--- src/rtl/truth_table_engine.sv ---
// Programmable 2^IN_W x OUT_W truth table with single lookups and an ordered full-table sweep.
// Latency 1 cycle to a one-entry output register; that register holds under !out_ready, which stalls lookups and sweep.
module truth_table_engine #(
    parameter int IN_W  = 4,
    parameter int OUT_W = 10
) (
    input  logic             clk,
    input  logic             reset,
    input  logic             cfg_we,
    input  logic [IN_W-1:0]  cfg_addr,
    input  logic [OUT_W-1:0] cfg_data,
    output logic             cfg_err,
    input  logic             in_valid,
    input  logic [IN_W-1:0]  in_bits,
    output logic             in_ready,
    input  logic             sweep_start,
    output logic             sweep_busy,
    output logic             sweep_done,
    output logic             out_valid,
    input  logic             out_ready,
    output logic [OUT_W-1:0] out_bits,
    output logic [IN_W-1:0]  out_index
);
    localparam int DEPTH = 2 ** IN_W;
    localparam logic [IN_W:0] LAST_ROW = (IN_W + 1)'(DEPTH - 1);

    typedef enum logic [1:0] {IDLE, SWEEP, DONE} state_t;

    state_t           state;
    logic [OUT_W-1:0] tbl [DEPTH];
    logic [IN_W:0]    cnt;
    logic             out_free;
    logic             lookup;

    assign out_free = !out_valid || out_ready;
    assign in_ready = (state == IDLE) && out_free;
    assign lookup   = in_valid && in_ready;

    always_ff @(posedge clk) begin
        if (reset) begin
            for (int i = 0; i < DEPTH; i++) tbl[i] <= '0;
            state      <= IDLE;
            cnt        <= '0;
            out_valid  <= 1'b0;
            out_bits   <= '0;
            out_index  <= '0;
            sweep_busy <= 1'b0;
            sweep_done <= 1'b0;
            cfg_err    <= 1'b0;
        end else begin
            sweep_done <= 1'b0;
            cfg_err    <= 1'b0;
            if (out_valid && out_ready) out_valid <= 1'b0;

            case (state)
                IDLE: begin
                    // Lookup reads the pre-write row; the write lands on the same edge.
                    if (cfg_we) tbl[cfg_addr] <= cfg_data;
                    if (lookup) begin
                        out_bits  <= tbl[in_bits];
                        out_index <= in_bits;
                        out_valid <= 1'b1;
                    end else if (sweep_start) begin
                        state      <= SWEEP;
                        cnt        <= '0;
                        sweep_busy <= 1'b1;
                    end
                end
                SWEEP: begin
                    if (cfg_we) cfg_err <= 1'b1;
                    if (out_free) begin
                        out_bits  <= tbl[cnt[IN_W-1:0]];
                        out_index <= cnt[IN_W-1:0];
                        out_valid <= 1'b1;
                        cnt       <= cnt + 1'b1;
                        if (cnt == LAST_ROW) state <= DONE;
                    end
                end
                DONE: begin
                    if (cfg_we) cfg_err <= 1'b1;
                    if (out_valid && out_ready) begin
                        sweep_done <= 1'b1;
                        sweep_busy <= 1'b0;
                        state      <= IDLE;
                    end
                end
                default: state <= IDLE;
            endcase
        end
    end
endmodule

--- config.mk ---
export PLATFORM = sky130hd
export DESIGN_NAME = truth_table_engine
export DESIGN_NICKNAME = d
export VERILOG_FILES = /design/src/rtl/truth_table_engine.sv
export SDC_FILE = /design/constraint.sdc
export NUM_CORES = 1
export LEC_CHECK = 0
export CAP_MARGIN = 5
export CORE_MARGIN = 1.5
export CORE_UTILIZATION = 64
export CTS_CLUSTER_SIZE = 30
export DETAILED_ROUTE_END_ITERATION = 12
export DONT_BUFFER_PORTS = 1
export PLACE_DENSITY_LB_ADDON = 0.25
export SLEW_MARGIN = 20
export SYNTH_ARGS = -nofsm -noshare
export SYNTH_HDL_FRONTEND = slang
export SYNTH_SLANG_ARGS = --single-unit
--- constraint.sdc ---
create_clock -name clk -period 2.8 [get_ports clk]
set_input_delay 0.56 -clock clk [delete_from_list [all_inputs] [get_ports clk]]
set_output_delay 0.56 -clock clk [all_outputs]
set_load 0.02 [all_outputs]
After elaboration in Yosys (flattened, before gate mapping)

Memory sizes are Yosys's and may differ from the RTL's. A register that Yosys moved wholly into a read port is not among the register bits.
Cells that the tools add are included.

Reductions and logical operators: 16
Equal/unequal tests: 9
$add $sub $neg: 1
Bitwise logic cells: 2
Multiplexer cells: 36

Operators by type and width:

| kind                  | count |
|---|---|
| $mux W10              | 3 |
| $mux W4               | 5 |
| $pmux W10 S2          | 1 |
| $mux W5               | 3 |
| $mux W1               | 14 |
| $ne A2 B2 Y1 const B  | 6 |
| $mux W2               | 5 |
| $pmux W5 S2           | 1 |
| $reduce_or A10 Y1     | 1 |
| $pmux W4 S2           | 1 |
| $reduce_and A4 Y1     | 2 |
| $pmux W2 S3           | 1 |
| $reduce_or A2 Y1      | 3 |
| $add A5 B1 Y5 const B | 1 |
| $eq A5 B4 Y1 const B  | 1 |
| $reduce_and A5 Y1     | 1 |
| $pmux W1 S2           | 2 |
| $reduce_bool A2 Y1    | 2 |
| $logic_and A1 B1 Y1   | 3 |
| $reduce_and A3 Y1     | 1 |
| $eq A2 B1 Y1 const B  | 1 |
| $eq A2 B2 Y1 const B  | 1 |
| $logic_not A2 Y1      | 1 |
| $not A1 Y1            | 2 |
| other kinds (2)       | 2 |

Memories: 1
Register bits: 25
Output and inout port bits: 19
Input bits: 24
Memory bits (writable): 160
Logic and storage cells: 73

Memory list:

| memory | depth | width | read ports | clocked after Yosys merged registers in | wr ports | line | RTL |
|---|---|---|---|---|---|---|---|
| tbl    | 16    | 10    | 2          | 1                                       | 16       | 30   | `logic [OUT_W-1:0] tbl [DEPTH];` |

Logic depth before layout (Yosys ltp)

Gate-level depths: netlist of the first run.

Word-level depth: 8
Gate-level depth with buffers: 9
Depth with buffers taken out: 7

Least setup slack after synthesis of the first run

OpenSTA, ideal clock, no wires.

Kind: input -> register
Start point: input cfg_we
End point: memory tbl[10][0], enable pin
Path buffers: 0
Data required time: 2.409 ns
Setup time: 0.391 ns
Path slack: 0.490 ns
Data arrival time: 1.920 ns
Stages on the path: 4
Cells stage by stage: nor2b_1 nor2b_1 nand3_1 o21ai_0

RTL lines:

| what               | line | RTL |
|---|---|---|
| start: declaration | 9    | `input logic cfg_we,` |
| end: declaration   | 30   |  |

Final worst setup path of the first run

Start point: register state[1]
End point: register out_bits[1]

Word-level cells in the longest chain between the ends: 5
Elaborated cells on any way between the ends: 9
Those cells by class: eq/ne: 3; mux: 1; reduce/logical: 5

RTL lines:

| what                               | line   | RTL |
|---|---|---|
| start: declaration                 | 29     | `state_t state;` |
| start signal: assignment           | 42     | `state <= IDLE;` |
| start signal: assignment           | 64     | `state <= SWEEP;` |
| start signal: assignment           | 76     | `if (cnt == LAST_ROW) state <= DONE;` |
| $logic_not A2 Y1                   | 36, 55 |  |
| $logic_and A1 B1 Y1                | 36     | `assign in_ready = (state == IDLE) && out_free;` |
| $logic_and A1 B1 Y1                | 37     | `assign lookup = in_valid && in_ready;` |
| $ne A2 B2 Y1 (no source line)      | -      |  |
| $reduce_and A3 Y1 (no source line) | -      |  |
| end signal: assignment             | 60     | `out_bits <= tbl[in_bits];` |
| end signal: assignment             | 72     | `out_bits <= tbl[cnt[IN_W-1:0]];` |
| end: declaration                   | 21     | `output logic [OUT_W-1:0] out_bits,` |

Several ways; a longest one is shown, not always the timed one.
A chain may end at the register's enable or synchronous reset.

==> results.yml, run 1 <==
outcome:
  status: "finished, final reports clean"
grt:
  grt_pass1_wl_um: 38810
  grt_max_degree: 64
  grt_usage: 0.3279
  grt_pass1_vias: 6750
  grt_overflow: 0
  antenna_found_initial: 0
power_and_ir_drop:
  ir_drop_mv: 0.4491
  p_switching_uw: 2038
  p_leak_uw: 0.004065
  comb_power_share: 0.161
  p_int_uw: 5208
  switching_share: 0.2813
  power_frac_seq: 0.500
  power_density_mw_per_mm2: 664.0
  p_clk_frac: 0.339
timing:
  fin_crit_sh: 0.8832
  rsz0062_at_grt: "false"
  clock.fmax_ghz: 0.4044
  drv_slew: 0
  fin_setup_tns_ns: 0
  final_hold_viol_count: 0
  finalSetupViolations: 0
  period_needed_ns: 2.473
  clock_skew_ns: 0.007917
  slew_headroom: 0.4333
  tightest_slew_ns: 0.8469
placement:
  gp_congestion: 0.9817
  port_buffers: 0
  place_hpwl_um: 17670
  dpl-instance-area_mm2: 0.01032
detailed_routing:
  drt-vias-per-instance: 6.798
  ant_nets: 0
  drtIter0Drc: 900
  routed_wl_um: 25960
  vias: 6818
  drc: 0
  first_pass_iters: 5
  routedWlPerCell_um: 25.89
yosys:
  syn_inst: 777
  synth-seq-cells: 189
  syn_avg_cell_area_um2: 13.04
  syn_nets: 807
  synth_cell_type_count: 45
  ys_seq_area_frac: 0.5315
  ys_warn_count: 0
  syn-cell-area_mm2: 0.01013
worst_setup_path:
  worstPathMaxFanout: 13
  crit_path_max_incr_delay_ns: 0.53
  required_ns: 3.18
  crit_path_top_delay_cell: "nor2_1"
  crit_chain: "inv_1 -> ha_1 -> mux2i_1 -> nor2_1 -> nand2_1 -> a211oi_1 -> a22o_1"
  crit_type: "reg -> reg"
  endpoint_kind: "flop"
  start_kind: "flop"
  critical_path_arrival_ns: 2.85
clocking:
  cts_resized: 0
  cts.sink_count: 189
  cts_max_level: 4
  clock-root-buffer: "clkbuf_16"
  clk_pin_slew_ns: 0.07
  cts_buffer_depth: 2
  worstSkewPairLatency_ns: 0.44
  cts_tree: "done"
  cts_hold_buffers: 0
  cts_inserted_buffers: 17
  cts_setup_buffers: 0
floorplan:
  die_h_um: 128.8
  start_util: 0.6616
  ioPinCount: 43
  dieArea_mm2: 0.01660
  core_area_mm2: 0.01531
  rows: 45
  dieWidth_um: 128.8
job:
  maxCapViolations: 0
finish:
  antenna_cells: 0
  layout_common_cells: "and2_1, edfxtp_1, mux2i_1, buf_4, a22oi_1"
  final_layout_size_suffix_gt1_frac: 0.1174
  area_growth_pct: 7.718
  nets: 809
  stdcell_area_mm2: 0.01091
  final_common_cell: "and2_1"
worst_hold_path:
  holdCritPathClass: "in -> reg"
power by group through the flow:
stage | Sequential (uW) | Clock [uW] | Combinational (uW)
finish | 3630 | 2460 | 1160
global route | 3650 | 2570 | 1240
CTS | 3620 | 2450 | 1140
detailed placement | 3680 | 0 | 1130
global placement | 3660 | 0 | 1080
floorplan | 3550 | 0 | 1010
state kept, by name, summed over array words and instances, names as in the netlist, named ones only:
signal / cells
sweep_busy: 1
cfg_err: 1
out_bits: 10
sweep_done: 1
tbl: 160
cnt: 5
out_valid: 1
out_index: 4
state: 2
area by class of cell:
type / count / area, um^2
clock buffer: 18 / 429.2
clock inverter: 14 / 167.7
fill: 1058 / 4400
inverter: 10 / 37.54
multi-input combinational: 526 / 4352
sequential: 189 / 5389
tap: 211 / 264.0
timing repair buffer: 35 / 275.3
cell usage after synthesis (all sizes together):
cell type / number / area, um^2
mux2i: 99 / 991.0
nand2: 16 / 60.06
clkinv: 1 / 3.750
or2: 6 / 37.54
and2: 166 / 1039
nor3: 4 / 20.02
o21bai: 1 / 7.510
o22ai: 6 / 37.54
and3: 1 / 6.260
nor2: 31 / 116.4
nand2b: 4 / 25.02
a32oi: 2 / 17.52
edfxtp: 160 / 4805
o221a: 1 / 11.26
a211o: 1 / 8.760
o41ai: 4 / 35.03
clkbuf: 31 / 120.1
a221oi: 6 / 52.55
nand3: 9 / 45.04
mux2: 6 / 67.56
dfxtp: 29 / 580.6
a211oi: 16 / 120.1
nor3b: 1 / 7.510
a21oi: 25 / 125.1
nor2b: 8 / 50.05
inv: 9 / 33.78
a22oi: 32 / 240.2
nand4: 1 / 6.260
buf: 21 / 237.7
o21ai: 23 / 115.1
a2111oi: 3 / 26.28
mux4: 36 / 897.1
o211a: 4 / 40.04
a21bo: 1 / 10.01
a22o: 6 / 52.55
ha: 6 / 75.07
a311oi: 1 / 8.760
per-stage QoR:
| step | util | hold WS [ns] | std cells | power (uW) | setup slack [ns] |
|---|---|---|---|---|---|
| floorplan | - | 0.4538 | 777 | 4554 | 0.4897 |
| global placement | 0.6737 | 0.4828 | 971 | 4737 | 0.5905 |
| detailed placement | 0.6737 | 0.4848 | 971 | 4807 | 0.4000 |
| CTS | 0.7127 | 0.1705 | 1003 | 7215 | 0.3722 |
| global route | 0.7127 | 0.1696 | 1003 | 7449 | 0.08329 |
| finish | 0.7127 | 0.1848 | 1003 | 7247 | 0.3269 |
worst max-delay path: cells and delay by family (launching register included):
kind	cells	cell delay (ns)
DFF	1	0.34
buffers and inverters	1	0.11
muxes	1	0.14
AOI/OAI and AO/OA	2	0.48
adders and majority gates	1	0.50
and+or+nand+nor	2	0.84
cell families (layout without fill, tap and decap cells):
group                      after synthesis  in the layout  synth area share
muxes                                  141            141            0.1930
adders and majority gates                6              6          0.007409
and+or+nand+nor                        247            247            0.1394
AOI/OAI and AO/OA                      132            132           0.08965
buffers and inverters                   62             77           0.03902
DFF                                    189            189            0.5315
path summary, 6_finish.rpt:
kind            start          end  slack (ns)  cells after the start
min reg2reg    cnt[4]       cnt[4]        0.51                      2
max reg2reg  state[1]  out_bits[1]        0.33                      7
min             reset   sweep_busy        0.18                      1
max          state[1]  out_bits[1]        0.33                      7
layer usage:
layer,share of wire,vias up,track usage
met3,0.10,95,0.07568
li1,-,2954,-
met2,0.48,461,0.5366
met1,0.37,3308,0.4097
met4,0.046,0,0.1751
met5,0,-,0
(Power assumes the default switching activity.)
==> inputs of run 2 (changes only) <==
--- a/config.mk
+++ b/config.mk
@@ -6,11 +6,12 @@
 export NUM_CORES = 1
 export LEC_CHECK = 0
 export CAP_MARGIN = 5
-export CORE_MARGIN = 1.5
+export CORE_MARGIN = 2
 export CORE_UTILIZATION = 64
 export CTS_CLUSTER_SIZE = 30
 export DETAILED_ROUTE_END_ITERATION = 12
 export DONT_BUFFER_PORTS = 1
+export MAX_ROUTING_LAYER = met4
 export PLACE_DENSITY_LB_ADDON = 0.25
 export SLEW_MARGIN = 20
 export SYNTH_ARGS = -nofsm -noshare
==> run 2 against run 1 <==
Compared with the run above: count of clock-buffer cells in the layout increased by 1; cell count unchanged; register-to-register slack better by 0.14 ns; hold slack better by 0.0032 ns; clock skew about the same; critical path depth decreased by 1; sequential power shrank 1%; worst setup slack gained 0.14 ns; global-route usage increased by 0.45 points; combinational power about the same; largest cell class unchanged; highest routed layer unchanged.
==> results.yml, run 2 (synthesis gave the netlist of run 1 again) <==
detailed_routing:
  first_pass_iters: 5
  ant_nets: 0
  routedWlPerCell_um: 26.05
  drtIter0Drc: 829
  drc: 0
  routed_wl_um: 26130
  vias: 6796
  drt-vias-per-instance: 6.776
job:
  maxCapViolations: 0
clocking:
  cts_inserted_buffers: 17
  cts.sink_count: 189
  clk_pin_slew_ns: 0.07
  clock-root-buffer: "clkbuf_16"
  cts_buffer_depth: 2
  cts_tree: "done"
  cts_resized: 0
  cts_hold_buffers: 0
  worstSkewPairLatency_ns: 0.43
  cts_setup_buffers: 0
  cts_max_level: 4
floorplan:
  die_h_um: 129.8
  dieArea_mm2: 0.01685
  rows: 45
  dieWidth_um: 129.8
  start_util: 0.6616
  core_area_mm2: 0.01531
  ioPinCount: 43
finish:
  biggestRegsByFlops: "tbl (160), out_bits (10), cnt (5)"
  seq_area_mm2: 0.005389
  fillers: 1053
  layout_common_cells: "and2_1, edfxtp_1, mux2i_1, buf_4, a22oi_1"
  multi_input_area_mm2: 0.004352
  regMostFlops: "tbl"
  fin_util: 0.7132
  stdcell_area_mm2: 0.01092
  area_growth_pct: 7.792
  final_common_cell: "and2_1"
  nets: 809
  largest_register_ffs: 160
  antenna_cells: 0
  final_layout_size_suffix_gt1_frac: 0.1136
timing:
  fin_crit_sh: 0.8348
  drv_slew: 0
  clock_skew_ns: 0.008404
  hold_ws_ns: 0.1879
  period_needed_ns: 2.337
  rsz0062_at_grt: "false"
  clock.fmax_ghz: 0.4278
  finalSetupViolations: 0
  tightest_slew_ns: 0.7991
  final_hold_viol_count: 0
  slew_headroom: 0.4653
  fin_setup_tns_ns: 0
grt:
  antenna_found_initial: 0
  grt_pass1_vias: 6731
  grt_pass1_wl_um: 39250
  grt_overflow: 0
  grt_usage: 0.3325
  grt_max_degree: 64
placement:
  dpl-instance-area_mm2: 0.01032
  place_hpwl_um: 17580
  gp_congestion: 1.003
  port_buffers: 0
worst_setup_path:
  required_ns: 3.12
  start_kind: "flop"
  reg2reg_setup_slack_ns: 0.46
  reg2reg_to: "out_bits[5]"
  endpoint_kind: "flop"
  crit_type: "reg -> reg"
  ff2ff_path_depth: 6
  worstPathMaxFanout: 13
  critical_path_arrival_ns: 2.66
worst_hold_path:
  holdCritPathClass: "in -> reg"
  hold_path_depth: 1
  hold_end: "out_valid"
  worstHoldStart: "reset"
power_and_ir_drop:
  ir_drop_mv: 0.4262
  power_density_mw_per_mm2: 667.7
  finalPower_uw: 7292
  p_leak_uw: 0.004074
outcome:
  status: "finished, final reports clean"
run 2: where the power goes:
group          switching (uW)  internal [uW]
registers                 319           3270
logic                     662            527
clock network            1020           1480
run 2: layout make-up:
class	instances	share of cell area
multi-input combinational	526	0.3984
clock inverter	13	0.01569
inverter	10	0.003437
sequential	189	0.4934
tap	211	0.02417
timing repair buffer	35	0.02520
clock buffer	19	0.03964
run 2: metrics by stage:
step                      std cells  worst slack (ns)
after floorplan                 777            0.4897
after global placement          971            0.6888
after detailed placement        971            0.5714
after CTS                      1003            0.5558
after global routing           1003            0.4104
final                          1003            0.4626
run 2: worst max-delay path by stage:
| stage | end | start | slack (ns) | cells after the start |
|---|---|---|---|---|
| final | out_bits[5] | flop | 0.46 | 6 |
| after global routing | flop | out_valid | 0.41 | 5 |
| after CTS | out_bits[5] | flop | 0.56 | 6 |
| after detailed placement | out_bits[5] | flop | 0.57 | 6 |
| after global placement | out_bits[3] | flop | 0.69 | 6 |
| after floorplan | tbl[10][0] | cfg_we | 0.49 | 4 |
run 2: critical path, cell delays in order, from the launching register on:
cell and delay (ns):
dfxtp_1 0.72, nor2b_1 0.56, buf_4 0.28, a22oi_1 0.10
a21oi_1 0.26, o41ai_1 0.14, o211a_1 0.16
run 2: per-layer routing:
layer	up-vias	track usage	wire length (um)
met1	3359	0.4311	9826
met3	70	0.05863	2572
met4	0	0.1170	820
met5	-	-	0
met2	412	0.5353	12910
li1	2955	-	-
